### config.mk
export PLATFORM = sky130hd
export DESIGN_NAME = cam_pixel_capture_flat
export DESIGN_NICKNAME = d
export VERILOG_FILES = /design/src/rtl/cam_pkg.sv /design/src/rtl/cam_pixel_capture_if.sv /design/src/rtl/cam_beat_packer.sv /design/src/rtl/cam_pixel_capture.sv /design/src/flat_wrapper.sv
export SDC_FILE = /design/constraint.sdc
export NUM_CORES = 1
export LEC_CHECK = 0
export ABC_AREA = 1
export CAP_MARGIN = 20
export CORE_AREA = 3 3 148 93
export DETAILED_ROUTE_END_ITERATION = 7
export DIE_AREA = 0 0 151 96
export HOLD_SLACK_MARGIN = 0.12
export PLACE_DENSITY = 0.87
export SLEW_MARGIN = 20
export SYNTH_ARGS = -nofsm -noshare
export SYNTH_HDL_FRONTEND = slang
export SYNTH_SLANG_ARGS = --single-unit
### constraint.sdc
create_clock -name CAM_CLK -period 3.7 [get_ports CAM_CLK]
set_clock_uncertainty 0.1 [all_clocks]
set_input_delay 0.74 -clock CAM_CLK [delete_from_list [all_inputs] [get_ports CAM_CLK]]
set_output_delay 0.74 -clock CAM_CLK [all_outputs]
set_load 0.05 [all_outputs]
### src/rtl/cam_pkg.sv
// rtl/cam_pkg.sv - shared state encoding, beat-count helper and window defaults for the camera capture block
package cam_pkg;

    // Capture FSM states
    typedef enum logic [1:0] {
        ST_IDLE      = 2'd0,
        ST_WAIT_LINE = 2'd1,
        ST_ACTIVE    = 2'd2,
        ST_LINE_END  = 2'd3
    } cam_state_e;

    // Window registers come out of reset fully open; a VSYNC edge reloads them.
    localparam logic [31:0] DEF_WIN_START = 32'h0000_0000;
    localparam logic [31:0] DEF_WIN_END   = 32'hFFFF_FFFF;

    // Number of camera beats that make one packed pixel.
    function automatic int beats_of(input int pixel_width, input int data_width);
        return pixel_width / data_width;
    endfunction

endpackage

### src/rtl/cam_pixel_capture_if.sv
// rtl/cam_pixel_capture_if.sv - camera input stream and pixel write bus of the capture block
// Ports (members):
//   CAM_DATA/CAM_VSYNC/CAM_HREF  camera beat, frame sync, line valid (source -> capture)
//   PIX_DATA/PIX_VALID/ADDRA     packed pixel, write strobe, write address (capture -> buffer)
interface cam_pixel_capture_if #(
    parameter int CAM_DATA_WIDTH = 8,
    parameter int PIXEL_WIDTH    = 16,
    parameter int ADDR_WIDTH     = 10
);
    logic [CAM_DATA_WIDTH-1:0] CAM_DATA;
    logic                      CAM_VSYNC;
    logic                      CAM_HREF;
    logic [PIXEL_WIDTH-1:0]    PIX_DATA;
    logic                      PIX_VALID;
    logic [ADDR_WIDTH-1:0]     ADDRA;

    modport master (
        output CAM_DATA, CAM_VSYNC, CAM_HREF,
        input  PIX_DATA, PIX_VALID, ADDRA
    );

    modport slave (
        input  CAM_DATA, CAM_VSYNC, CAM_HREF,
        output PIX_DATA, PIX_VALID, ADDRA
    );
endinterface

### src/rtl/cam_beat_packer.sv
// rtl/cam_beat_packer.sv - packs camera beats MSB-first into pixels
// Ports:
//   clk, resetn      clock, synchronous active-low reset
//   beat_en          a valid beat is present on data this cycle
//   data             camera beat
//   pixel_done       this beat completes a pixel (combinational)
//   pixel            completed pixel word, valid with pixel_done
//   partial_drop     beat stream stopped with a partially built pixel
module cam_beat_packer
    import cam_pkg::*;
#(
    parameter int CAM_DATA_WIDTH = 8,
    parameter int PIXEL_WIDTH    = 16
) (
    input  logic                      clk,
    input  logic                      resetn,
    input  logic                      beat_en,
    input  logic [CAM_DATA_WIDTH-1:0] data,
    output logic                      pixel_done,
    output logic [PIXEL_WIDTH-1:0]    pixel,
    output logic                      partial_drop
);
    localparam int BEATS = beats_of(PIXEL_WIDTH, CAM_DATA_WIDTH);
    localparam int CW    = (BEATS > 1) ? $clog2(BEATS) : 1;
    localparam int SW    = (BEATS > 1) ? PIXEL_WIDTH - CAM_DATA_WIDTH : 1;
    localparam logic [CW-1:0] LAST = CW'(BEATS - 1);

    logic [CW-1:0] beat_cnt;
    logic [SW-1:0] shift;

    // The current beat is the least significant part of the word; earlier beats sit above it.
    assign pixel        = PIXEL_WIDTH'({shift, data});
    assign pixel_done   = beat_en && (beat_cnt == LAST);
    assign partial_drop = !beat_en && (beat_cnt != '0);

    always_ff @(posedge clk) begin
        if (!resetn) begin
            beat_cnt <= '0;
            shift    <= '0;
        end else if (beat_en) begin
            shift    <= pixel[SW-1:0];
            beat_cnt <= pixel_done ? '0 : beat_cnt + CW'(1);
        end else begin
            beat_cnt <= '0;
        end
    end
endmodule

### src/rtl/cam_pixel_capture.sv
// rtl/cam_pixel_capture.sv - DVP camera capture with crop window, 2:1 decimation and buffer addressing
// Ports:
//   CAM_CLK, RESET                  clock, synchronous active-low reset
//   bus (slave)                     camera beats in, pixel writes (PIX_DATA/PIX_VALID/ADDRA) out
//   X_START/X_END, Y_START/Y_END    inclusive crop window, latched at each frame start
//   DECIM_EN                        keep even columns and even lines only
//   LINE_MODE                       1 = address restarts every line, 0 = every frame
//   LINE_DONE, FRAME_DONE           one-cycle status pulses
//   ERR_PARTIAL, ERR_OVF            sticky per-frame error flags
module cam_pixel_capture
    import cam_pkg::*;
#(
    parameter int CAM_DATA_WIDTH = 8,
    parameter int PIXEL_WIDTH    = 16,
    parameter int ADDR_WIDTH     = 10,
    parameter int CNT_WIDTH      = 12
) (
    input  logic                 CAM_CLK,
    input  logic                 RESET,
    cam_pixel_capture_if.slave   bus,
    input  logic [CNT_WIDTH-1:0] X_START,
    input  logic [CNT_WIDTH-1:0] X_END,
    input  logic [CNT_WIDTH-1:0] Y_START,
    input  logic [CNT_WIDTH-1:0] Y_END,
    input  logic                 DECIM_EN,
    input  logic                 LINE_MODE,
    output logic                 LINE_DONE,
    output logic                 FRAME_DONE,
    output logic                 ERR_PARTIAL,
    output logic                 ERR_OVF
);
    logic [CAM_DATA_WIDTH-1:0] data_r;
    logic                      vsync_r, vsync_prev, href_r;
    cam_state_e                state;
    logic [CNT_WIDTH-1:0]      x_cnt, y_cnt, x_cur;
    logic [CNT_WIDTH-1:0]      x_start_r, x_end_r, y_start_r, y_end_r;
    logic                      decim_r;
    logic                      line_kept;
    logic [ADDR_WIDTH-1:0]     wr_addr;
    logic                      vsync_rise, beat_en, keep;
    logic                      pixel_done, partial_drop;
    logic [PIXEL_WIDTH-1:0]    pixel;

    function automatic logic [CNT_WIDTH-1:0] sat_inc(input logic [CNT_WIDTH-1:0] v);
        return (&v) ? v : v + CNT_WIDTH'(1);
    endfunction

    assign vsync_rise = vsync_r && !vsync_prev;
    // The beat that moves WAIT_LINE to ACTIVE is already the first beat of the line.
    assign beat_en    = href_r && !vsync_rise &&
                        ((state == ST_WAIT_LINE) || (state == ST_ACTIVE));
    assign x_cur      = (state == ST_ACTIVE) ? x_cnt : '0;
    assign keep       = (x_cur >= x_start_r) && (x_cur <= x_end_r) &&
                        (y_cnt >= y_start_r) && (y_cnt <= y_end_r) &&
                        (!decim_r || (!x_cur[0] && !y_cnt[0]));

    cam_beat_packer #(
        .CAM_DATA_WIDTH (CAM_DATA_WIDTH),
        .PIXEL_WIDTH    (PIXEL_WIDTH)
    ) u_packer (
        .clk          (CAM_CLK),
        .resetn       (RESET),
        .beat_en      (beat_en),
        .data         (data_r),
        .pixel_done   (pixel_done),
        .pixel        (pixel),
        .partial_drop (partial_drop)
    );

    always_ff @(posedge CAM_CLK) begin
        if (!RESET) begin
            data_r        <= '0;
            vsync_r       <= 1'b0;
            vsync_prev    <= 1'b0;
            href_r        <= 1'b0;
            state         <= ST_IDLE;
            x_cnt         <= '0;
            y_cnt         <= '0;
            x_start_r     <= DEF_WIN_START[CNT_WIDTH-1:0];
            x_end_r       <= DEF_WIN_END[CNT_WIDTH-1:0];
            y_start_r     <= DEF_WIN_START[CNT_WIDTH-1:0];
            y_end_r       <= DEF_WIN_END[CNT_WIDTH-1:0];
            decim_r       <= 1'b0;
            line_kept     <= 1'b0;
            wr_addr       <= '0;
            bus.PIX_DATA  <= '0;
            bus.PIX_VALID <= 1'b0;
            bus.ADDRA     <= '0;
            LINE_DONE     <= 1'b0;
            FRAME_DONE    <= 1'b0;
            ERR_PARTIAL   <= 1'b0;
            ERR_OVF       <= 1'b0;
        end else begin
            data_r        <= bus.CAM_DATA;
            vsync_r       <= bus.CAM_VSYNC;
            href_r        <= bus.CAM_HREF;
            vsync_prev    <= vsync_r;
            bus.PIX_VALID <= 1'b0;
            LINE_DONE     <= 1'b0;
            FRAME_DONE    <= 1'b0;

            if (vsync_rise) begin
                // A VSYNC edge outside IDLE closes the running frame; any partial
                // pixel is discarded and the new frame's error clear takes priority.
                FRAME_DONE  <= (state != ST_IDLE);
                state       <= ST_WAIT_LINE;
                x_cnt       <= '0;
                y_cnt       <= '0;
                line_kept   <= 1'b0;
                wr_addr     <= '0;
                bus.ADDRA   <= '0;
                ERR_PARTIAL <= 1'b0;
                ERR_OVF     <= 1'b0;
                x_start_r   <= X_START;
                x_end_r     <= X_END;
                y_start_r   <= Y_START;
                y_end_r     <= Y_END;
                decim_r     <= DECIM_EN;
            end else begin
                case (state)
                    ST_WAIT_LINE: begin
                        if (href_r) begin
                            state     <= ST_ACTIVE;
                            x_cnt     <= '0;
                            line_kept <= 1'b0;
                        end
                    end
                    ST_ACTIVE: begin
                        if (!href_r) begin
                            state <= ST_LINE_END;
                            if (partial_drop) ERR_PARTIAL <= 1'b1;
                        end
                    end
                    ST_LINE_END: begin
                        state     <= ST_WAIT_LINE;
                        y_cnt     <= sat_inc(y_cnt);
                        LINE_DONE <= line_kept;
                        if (LINE_MODE) begin
                            wr_addr   <= '0;
                            bus.ADDRA <= '0;
                        end
                    end
                    default: ;
                endcase

                if (pixel_done) begin
                    x_cnt <= sat_inc(x_cur);
                    if (keep) begin
                        bus.PIX_VALID <= 1'b1;
                        bus.PIX_DATA  <= pixel;
                        bus.ADDRA     <= wr_addr;
                        wr_addr       <= wr_addr + ADDR_WIDTH'(1);
                        line_kept     <= 1'b1;
                        if ((&wr_addr) && !LINE_MODE) ERR_OVF <= 1'b1;
                    end
                end
            end
        end
    end
endmodule

### src/flat_wrapper.sv
// flat-port wrapper written by rule: the top's interface ports become plain ports
module cam_pixel_capture_flat import cam_pkg::*;
#(
    parameter int CAM_DATA_WIDTH = 8,
    parameter int PIXEL_WIDTH    = 16,
    parameter int ADDR_WIDTH     = 10,
    parameter int CNT_WIDTH      = 12
)
  (CAM_CLK, RESET, X_START, X_END, Y_START, Y_END, DECIM_EN, LINE_MODE, LINE_DONE, FRAME_DONE, ERR_PARTIAL, ERR_OVF, bus_CAM_DATA, bus_CAM_VSYNC, bus_CAM_HREF, bus_PIX_DATA, bus_PIX_VALID, bus_ADDRA);
  cam_pixel_capture_if #(.CAM_DATA_WIDTH(CAM_DATA_WIDTH), .PIXEL_WIDTH(PIXEL_WIDTH), .ADDR_WIDTH(ADDR_WIDTH)) bus_i ();
  input  logic CAM_CLK;
  input  logic RESET;
  input  logic [CNT_WIDTH-1:0] X_START;
  input  logic [CNT_WIDTH-1:0] X_END;
  input  logic [CNT_WIDTH-1:0] Y_START;
  input  logic [CNT_WIDTH-1:0] Y_END;
  input  logic DECIM_EN;
  input  logic LINE_MODE;
  output logic LINE_DONE;
  output logic FRAME_DONE;
  output logic ERR_PARTIAL;
  output logic ERR_OVF;
  input wire logic [$bits(bus_i.CAM_DATA)-1:0] bus_CAM_DATA;
  input wire logic [$bits(bus_i.CAM_VSYNC)-1:0] bus_CAM_VSYNC;
  input wire logic [$bits(bus_i.CAM_HREF)-1:0] bus_CAM_HREF;
  output wire logic [$bits(bus_i.PIX_DATA)-1:0] bus_PIX_DATA;
  output wire logic [$bits(bus_i.PIX_VALID)-1:0] bus_PIX_VALID;
  output wire logic [$bits(bus_i.ADDRA)-1:0] bus_ADDRA;
  assign bus_i.CAM_DATA = bus_CAM_DATA;
  assign bus_i.CAM_VSYNC = bus_CAM_VSYNC;
  assign bus_i.CAM_HREF = bus_CAM_HREF;
  assign bus_PIX_DATA = bus_i.PIX_DATA;
  assign bus_PIX_VALID = bus_i.PIX_VALID;
  assign bus_ADDRA = bus_i.ADDRA;
  cam_pixel_capture #(.CAM_DATA_WIDTH(CAM_DATA_WIDTH), .PIXEL_WIDTH(PIXEL_WIDTH), .ADDR_WIDTH(ADDR_WIDTH), .CNT_WIDTH(CNT_WIDTH)) u_core (.CAM_CLK(CAM_CLK), .RESET(RESET), .bus(bus_i), .X_START(X_START), .X_END(X_END), .Y_START(Y_START), .Y_END(Y_END), .DECIM_EN(DECIM_EN), .LINE_MODE(LINE_MODE), .LINE_DONE(LINE_DONE), .FRAME_DONE(FRAME_DONE), .ERR_PARTIAL(ERR_PARTIAL), .ERR_OVF(ERR_OVF));
endmodule
# ---- Word level (Yosys, flattened, before mapping)
# Cells that the tools add are included.
dict set report totals {
  reg_bits 137
  input_bits 62
}
dict set report op_classes {
  reduce_logical 40
  muxes 22
  n_eq_ne 7
  order_cmp 4
  n_bitwise 7
  add_sub_neg 4
}
# op count
set ops {}
lappend ops {{two-way mux 10 bit} 8}
lappend ops {{two-way mux 12 bit} 5}
lappend ops {{adder 12 x 1 -> 12 bit (second input constant)} 2}
lappend ops {{greater-or-equal comparator 12 bit} 2}
lappend ops {{<= comparator 12 bit} 2}
lappend ops {{AND reduction 12 bit} 2}
lappend ops {{AND reduction 3 bit} 5}
lappend ops {{logical AND 1 bit} 11}
lappend ops {{adder 10 x 1 -> 10 bit (second input constant)} 1}
lappend ops {{AND reduction 10 bit} 1}
lappend ops {{OR reduction 3 bit} 3}
lappend ops {{logical NOT 1 bit} 7}
lappend ops {{NOT 1 bit} 7}
lappend ops {{two-way mux 1 bit} 6}
lappend ops {{case mux 2 bit (3 select lines)} 1}
lappend ops {{AND reduction 2 bit} 3}
lappend ops {{nonzero test 2 bit} 3}
lappend ops {{== test 2 bit (second input constant)} 2}
lappend ops {{two-way mux 2 bit} 2}
lappend ops {{nonzero test 4 bit} 1}
lappend ops {{!= test 3 x 1 -> 1 bit (second input constant)} 1}
lappend ops {{!= test 3 bit (second input constant)} 1}
lappend ops {{nonzero test 3 bit} 1}
lappend ops {{== test 2 x 1 -> 1 bit (second input constant)} 1}
lappend ops {{other kinds (5)} 6}

# ---- Depth between registers and ports, before layout
# Gate-level depths: netlist of the first run.
dict set report depth {
  ltp_word 9
  mapped_depth 20
  depth_no_buf 18
}

# ---- Cells and area by module
# From an unflattened synthesis of the first run, not the netlist that was laid out.
dict set report unflattened {
  cells_unflattened 1014
  hier_area_um2 7020.5
}
# mod n_inst cells_each area_each_um2
set by_module_without_submodules {}
lappend by_module_without_submodules {cam_pixel_capture 1 948 6571.3}
lappend by_module_without_submodules {cam_beat_packer 1 66 449.2}

# ---- Worst setup path after synthesis of the first run
# Ideal clock, no wire load.
dict set report synth_path {
  path_type {reg2reg}
  start {register u_core.state[0]}
  end {register u_core.bus.PIX_DATA[10]}
  path_stages_with_launch 19
  n_path_buf 3
  period_less_slack_ns 2.807
  path_slack_ns 0.893
  required_time_ns 3.536
  t_arrival_ns 2.643
  path_cell_list {dfxtp_1 inv_1 ha_1 buf_4 buf_6 nand2_1 inv_1 ha_1 nand2_1 nor2_1 nand2_1 nor2_2 nand4_1 a21oi_4 nand2_4 clkinv_2 buf_6 nor2_1 nor2_1}
}
dict set report synth_between {
  elab_chain_cells 8
}
# element line_no
set synth_rtl {}
lappend synth_rtl {{start: declaration} cam_pixel_capture.sv:34} ;# cam_state_e state;
lappend synth_rtl {{start signal: assignment} cam_pixel_capture.sv:76} ;# state <= ST_IDLE;
lappend synth_rtl {{start signal: assignment} cam_pixel_capture.sv:106} ;# state <= ST_WAIT_LINE;
lappend synth_rtl {{start signal: assignment} cam_pixel_capture.sv:123} ;# state <= ST_ACTIVE;
lappend synth_rtl {{== test 2 bit} {cam_pixel_capture.sv:51, cam_pixel_capture.sv:52}}
lappend synth_rtl {{two-way mux 12 bit} cam_pixel_capture.sv:52} ;# assign x_cur = (state == ST_ACTIVE) ? x_cnt : '0;
lappend synth_rtl {{greater-or-equal comparator 12 bit or <= comparator 12 bit (tied branches)} cam_pixel_capture.sv:53} ;# assign keep = (x_cur >= x_start_r) && (x_cur <= x_end_r) &&
lappend synth_rtl {{logical AND 1 bit (2 in series)} cam_pixel_capture.sv:53}
lappend synth_rtl {{logical AND 1 bit (2 in series)} cam_pixel_capture.sv:54} ;# (y_cnt >= y_start_r) && (y_cnt <= y_end_r) &&
lappend synth_rtl {{AND reduction 3 bit (no line) (*)} --}
lappend synth_rtl {{end signal: assignment} cam_pixel_capture.sv:150} ;# bus.PIX_DATA <= pixel;
lappend synth_rtl {{end: declaration} cam_pixel_capture_if.sv:24} ;# output PIX_DATA, PIX_VALID, ADDRA
# Mark *: on every way between the ends. The rest lies on a longest branch, timed or not.
# A chain may end at the register's enable or synchronous reset.

# ---- Final worst setup path of the first run
dict set report layout_path {
  start {register u_core.state[0]}
  end {register u_core.bus.PIX_DATA[1]}
}
# The elaborated chain is that of the path after synthesis.

==> results of run 1 <==
[worst register-to-register path: stages (launching register included)]
cell      delay (ns)
dfxtp_1         0.36
inv_1           0.16
ha_2            0.43
nand2_1         0.16
inv_1           0.14
ha_1            0.26
nand2_1         0.08
nand2_1         0.05
nand4_1         0.09
nand2_1         0.07
a21oi_1         0.31
a21oi_4         0.12
nand2_4         0.24
clkinv_2        0.27
nor2_1          0.16
nor2_1          0.06
[where the power goes]
| part | internal (mW) | switching (mW) | total, mW |
|---|---|---|---|
| registers | 1.51 | 0.0155 | 1.53 |
| logic | 0.120 | 0.163 | 0.284 |
| clock network | 1.02 | 0.649 | 1.67 |
[path summary, 6_finish.rpt]
path	slack, ns	cells after the start	end	startpoint
setup / recovery	0.54	15	u_core.bus.PIX_DATA[1]	u_core.state[0]
hold / removal	0.35	2	u_core.u_packer.shift[7]	u_core.u_packer.shift[7]
setup reg to reg	0.54	15	u_core.bus.PIX_DATA[1]	u_core.state[0]
hold reg to reg	0.35	2	u_core.u_packer.shift[7]	u_core.u_packer.shift[7]
[area by class of cell]
cell class	count	area, µm²
clock buffers	20	457
clock inverters	11	123
fillers	1053	4140
inverters	134	504
multi-input cells	644	3400
flip-flops and latches	137	2740
well taps	170	213
repair buffers	100	993
[cell usage in the layout, fill, tap and decap left out, types with 2 or more instances in the layout]
| master | netlist | final |
|---|---|---|
| buf_4 | 2 | 7 |
| xnor2_1 | 2 | 2 |
| bufinv_16 | 0 | 2 |
| o21bai_1 | 4 | 4 |
| a21oi_4 | 2 | 2 |
| o21ai_0 | 46 | 46 |
| ha_1 | 54 | 53 |
| o21a_1 | 2 | 2 |
| nor4_1 | 3 | 3 |
| nor2_4 | 2 | 2 |
| clkinv_1 | 2 | 2 |
| clkdlybuf4s50_1 | 0 | 92 |
| clkinvlp_4 | 0 | 4 |
| clkinv_2 | 1 | 4 |
| nand4_1 | 13 | 13 |
| a22o_1 | 2 | 2 |
| clkbuf_16 | 0 | 17 |
| o211ai_1 | 2 | 2 |
| nor3_1 | 6 | 6 |
| inv_1 | 130 | 130 |
| nand2_1 | 226 | 226 |
| nand3b_1 | 17 | 17 |
| nor2_2 | 1 | 3 |
| clkbuf_8 | 0 | 2 |
| o22a_1 | 2 | 2 |
| dfxtp_1 | 137 | 137 |
| nand2_2 | 2 | 2 |
| nand3_1 | 31 | 31 |
| a21oi_1 | 73 | 73 |
| xor2_1 | 13 | 13 |
| a31oi_1 | 2 | 2 |
| nor2_1 | 132 | 130 |
[sequential cells by signal (all words and copies together) (netlist names), 2 cells and up]
name                   cells
u_core.x_cnt              12
u_core.bus.ADDRA          10
u_core.y_start_r          12
u_core.y_cnt              12
u_core.u_packer.shift      8
u_core.wr_addr            10
u_core.x_end_r            12
u_core.bus.PIX_DATA       16
u_core.data_r              8
u_core.state               2
u_core.y_end_r            12
u_core.x_start_r          12
[Yosys cell counts (all sizes together)]
cell / instances / share of area
and2: 1 / 0.00092
a21oi: 75 / 0.059
nand4: 13 / 0.012
nand2: 229 / 0.13
clkinv: 3 / 0.0018
nor4: 3 / 0.0028
o211ai: 2 / 0.0022
a22o: 2 / 0.0026
a31oi: 2 / 0.0018
ha: 54 / 0.10
clkbuf: 18 / 0.010
xnor2: 2 / 0.0026
o22a: 2 / 0.0026
and3: 1 / 0.00092
o21bai: 4 / 0.0044
a211oi: 1 / 0.0011
nand3: 31 / 0.023
nand3b: 17 / 0.019
xor2: 13 / 0.017
inv: 131 / 0.073
dfxtp: 137 / 0.40
o21a: 2 / 0.0022
buf: 11 / 0.010
o21ai: 46 / 0.034
nor2: 135 / 0.077
a21o: 1 / 0.0011
o31ai: 1 / 0.0011
nor3: 7 / 0.0059
[layer usage]
layer  vias to the layer above  global-route usage  wire, µm
li1                       3178                   -         -
met1                      2810               0.311      7810
met2                       195               0.375      7030
met3                        32              0.0438       985
met4                         0              0.0882       297
met5                         -                   0         0
[cells by family after synthesis]
family	share of synthesized area
flops	0.404
fa+ha+maj	0.0996
buf+inv	0.0946
compound gates	0.112
xor+xnor	0.0194
simple gates	0.270
[metrics by stage]
step                instances  total power [mW]
CTS                      1216              3.49
finish                   1216              3.48
global placement         1185              1.83
global route             1216              3.60
detailed placement       1185              1.84
floorplan                 944              1.72
==> flow_summary.ini, run 1 <==
[critical_path]
crit_slowest_cell = ha_2
cp_common_cell = nand2_1
critical_path_class = reg -> reg
cp_max_fo = 22
cp.arrival_ns = 3.38
worstSetupStartpointType = flop
critPathTopFamily = simple AND/OR/NAND/NOR gates
cp_num_buf_inv = 3
crit_chain = inv_1 -> ha_2 -> nand2_1 -> inv_1 -> ha_1 -> nand2_1 -> nand2_1 -> nand4_1 -> nand2_1 -> a21oi_1 -> a21oi_4 -> nand2_4 -> clkinv_2 -> nor2_1 -> nor2_1
end_kind = flop
crit_required_ns = 3.91
crit_path_max_incr_delay_ns = 0.43

[placed_design]
routabilityCongestion = 0.902
placed_area_um2 = 7860
port_buffers = 92
dp_slack_ns = 0.420
hpwlAfterDp_um = 11600

[sta]
setup_violations = 0
hold_viol = 0
finalCritPeriodShare = 0.855
max_clock_freq_ghz = 0.316
hold_slack_ns = 0.352
slew_viol_final = 0
fin_ws_ns = 0.535
relSlewSlack = 0.660
setup_tns_ns = 0
worst_pin_slew_ns = 0.508
finalCriticalPeriod_ns = 3.16
rsz0062_at_grt = no

[pwr]
vdd_drop_max_v = 0.000304
power_density_nw_per_um2 = 413
power_leakage_nw = 3.90

[route]
drt_iter0_drc = 379
detail_route.vias_per_cell = 5.11
firstDrtPassIters = 7
vias = 6215
avgRoutedWirePerCell_um = 13.3
final_antenna_net_count = 0
drc_errors = 0
drt_wl_total_um = 16100

[layout]
drive_gt1_frac = 0.0497
layout.nets = 1150
synthToLayoutAreaGrowth_pct = 24.4
postLayoutCellArea_um2 = 8440
postLayoutCoreUtil = 0.671
diodes = 0

[yosys]
syn_avg_cell_area_um2 = 7.18
netlist_instances = 944
ys_seq_elements = 137
syn_area_um2 = 6780
synthesis.nets = 1060
ys_types = 39
yosysWarnings = 0
yosysSeqAreaShare = 0.404

[clock_network]
cts_buffers = 17
hold_buffers = 0
clock_latency_ns = 0.42
cts_tree = built
cts_buffer_depth = 2
cts.sinks = 137
clkTransAtPathRegs_ns = 0.06
post_cts_resized = 0
cts_setup_buffers = 0
cts_max_level = 4
root_buffer = clkbuf_16

[global_route]
grt_pass1_vias = 5988
grt_pass1_wl_um = 27200
grt_use_total = 0.232
antenna_found_initial = 0
grt_max_degree = 43
grt_overflow = 0

[worst_hold_path]
hp-class = reg -> reg

[floorplanning]
die_w_um = 151
initial_core_util = 0.539
core_um2 = 12600
io_pins = 93
chipHeight_um = 96
die_area_um2 = 14500
num_rows = 32

[run]
max_cap_viol_count = 0

[outcome]
status = complete, no violations
No activity file was read; power rests on OpenSTA's default activity.
==> run 2: changes to the inputs <==
Settings changed: TNS_END_PERCENT set to 100.
==> results of run 2 <==
Same layout as run 1: the final DEF is identical, and so are final timing and power.
==> run 3: changes to the inputs <==
Settings changed: GPL_ROUTABILITY_DRIVEN set to 0.
==> run 3 against run 2 <==
Largest cell class unchanged. Critical path depth did not move. Flip-flop and latch count did not move. Final area rose by 0.73%. Clock-buffer cell count fell by 3. Critical path type unchanged. Combinational power barely moved. Register-to-register slack got worse by 0.19 ns. Final cell count barely moved. Global-route usage rose by 0.15 points.
==> flow_summary.ini, run 3 (synthesis results as in run 1) <==
[layout]
postLayoutCoreUtil = 0.676
top_register = u_core.bus.PIX_DATA
largest_reg_flops = 16
diodes = 0
layout.nets = 1150
layout_commonest_cell = nand2_1
layout_common_cells = 226 x nand2_1, 137 x dfxtp_1, 130 x inv_1, 130 x nor2_1, 92 x clkdlybuf4s50_1
synthToLayoutAreaGrowth_pct = 25.3
postLayoutCellArea_um2 = 8500
drive_gt1_frac = 0.0506

[sta]
setup_tns_ns = 0
worst_pin_slew_ns = 0.689
hold_viol = 0
finalCriticalPeriod_ns = 3.35
rsz0062_at_grt = no
slew_viol_final = 0
max_clock_freq_ghz = 0.298
finalCritPeriodShare = 0.907
setup_violations = 0
relSlewSlack = 0.541

[clock_network]
cts_setup_buffers = 0
cts.sinks = 137
clock_latency_ns = 0.42
post_cts_resized = 0
root_buffer = clkbuf_16
cts_max_level = 4
cts_buffer_depth = 2
cts_buffers = 17
cts_tree = built
hold_buffers = 0
clkTransAtPathRegs_ns = 0.06

[floorplanning]
core_um2 = 12600
num_rows = 32
io_pins = 93
die_area_um2 = 14500
die_w_um = 151
chipHeight_um = 96
initial_core_util = 0.539

[run]
max_cap_viol_count = 0

[global_route]
grt_max_degree = 36
grt_use_total = 0.234
grt_overflow = 0
grt_pass1_wl_um = 27200
antenna_found_initial = 0
grt_pass1_vias = 5960

[outcome]
status = complete, no violations

[route]
drc_errors = 0
final_antenna_net_count = 0
vias = 6299
avgRoutedWirePerCell_um = 13.5
drt_wl_total_um = 16400
firstDrtPassIters = 5
drt_iter0_drc = 554
detail_route.vias_per_cell = 5.18

[critical_path]
cp_max_fo = 22
r2r_setup_slack_ns = 0.35
end_kind = flop
crit_required_ns = 3.92
cp.arrival_ns = 3.57
critical_path_class = reg -> reg
worstSetupStartpointType = flop

[placed_design]
placed_area_um2 = 7860
port_buffers = 92
hpwlAfterDp_um = 11400

[pwr]
vdd_drop_max_v = 0.000285
power_density_nw_per_um2 = 432
p_total_mw = 3.67
power_leakage_nw = 3.95

[worst_hold_path]
hp-class = reg -> reg
-- run 3: cell types whose count changed in the layout (fill, tap and decap cells not counted), sizes merged --
cell,change
inv,+10
bufinv,+1
clkinvlp,-4
clkbuf,-3
clkinv,-3
-- run 3: worst max-delay path, cell delays in order, from the launching register on --
cell and delay [ns]:
dfxtp_1 0.36, inv_1 0.13, ha_1 0.62, nand2_1 0.20
inv_1 0.16, ha_1 0.26, nand2_1 0.07, nand2_1 0.05
nand4_1 0.09, nand2_1 0.07, a21oi_1 0.27, a21oi_4 0.12
nand2_4 0.24, clkinv_2 0.27, nor2_1 0.17, nor2_1 0.06
-- run 3: stage by stage --
stage	instances	setup WS [ns]	hold WS, ns
floorplan	944	0.893	0.319
global placement	1185	0.578	0.339
detailed placement	1185	0.416	0.352
CTS	1217	0.403	0.361
global route	1217	0.0183	0.382
finish	1217	0.345	0.358
-- run 3: final timing paths --
| check | startpoint | end | depth (start not counted) |
|---|---|---|---|
| setup reg to reg | u_core.state[0] | u_core.bus.PIX_DATA[14] | 15 |
| setup / recovery | u_core.state[0] | u_core.bus.PIX_DATA[14] | 15 |
| hold reg to reg | u_core.u_packer.shift[7] | u_core.u_packer.shift[7] | 2 |
| hold / removal | u_core.u_packer.shift[7] | u_core.u_packer.shift[7] | 2 |
-- run 3: area by class of cell --
class | instances | area (µm²)
timing repair buffer | 100 | 993
inverter | 134 | 504
tap | 170 | 213
fill | 1049 | 4070
clock buffer | 17 | 425
clock inverter | 15 | 218
multi-input combinational | 644 | 3400
sequential | 137 | 2740
-- run 3: layer usage --
metal	global-route usage	routed length, µm	up-vias
met4	0.0724	221	0
li1	-	-	3173
met2	0.366	7100	228
met3	0.0555	1280	24
met5	0	0	-
met1	0.322	7770	2874
-- run 3: power breakdown --
part	internal [mW]	switching (mW)	total [mW]
logic	0.120	0.164	0.284
clock network	1.10	0.751	1.86
registers	1.51	0.0157	1.53
total	2.74	0.931	3.67
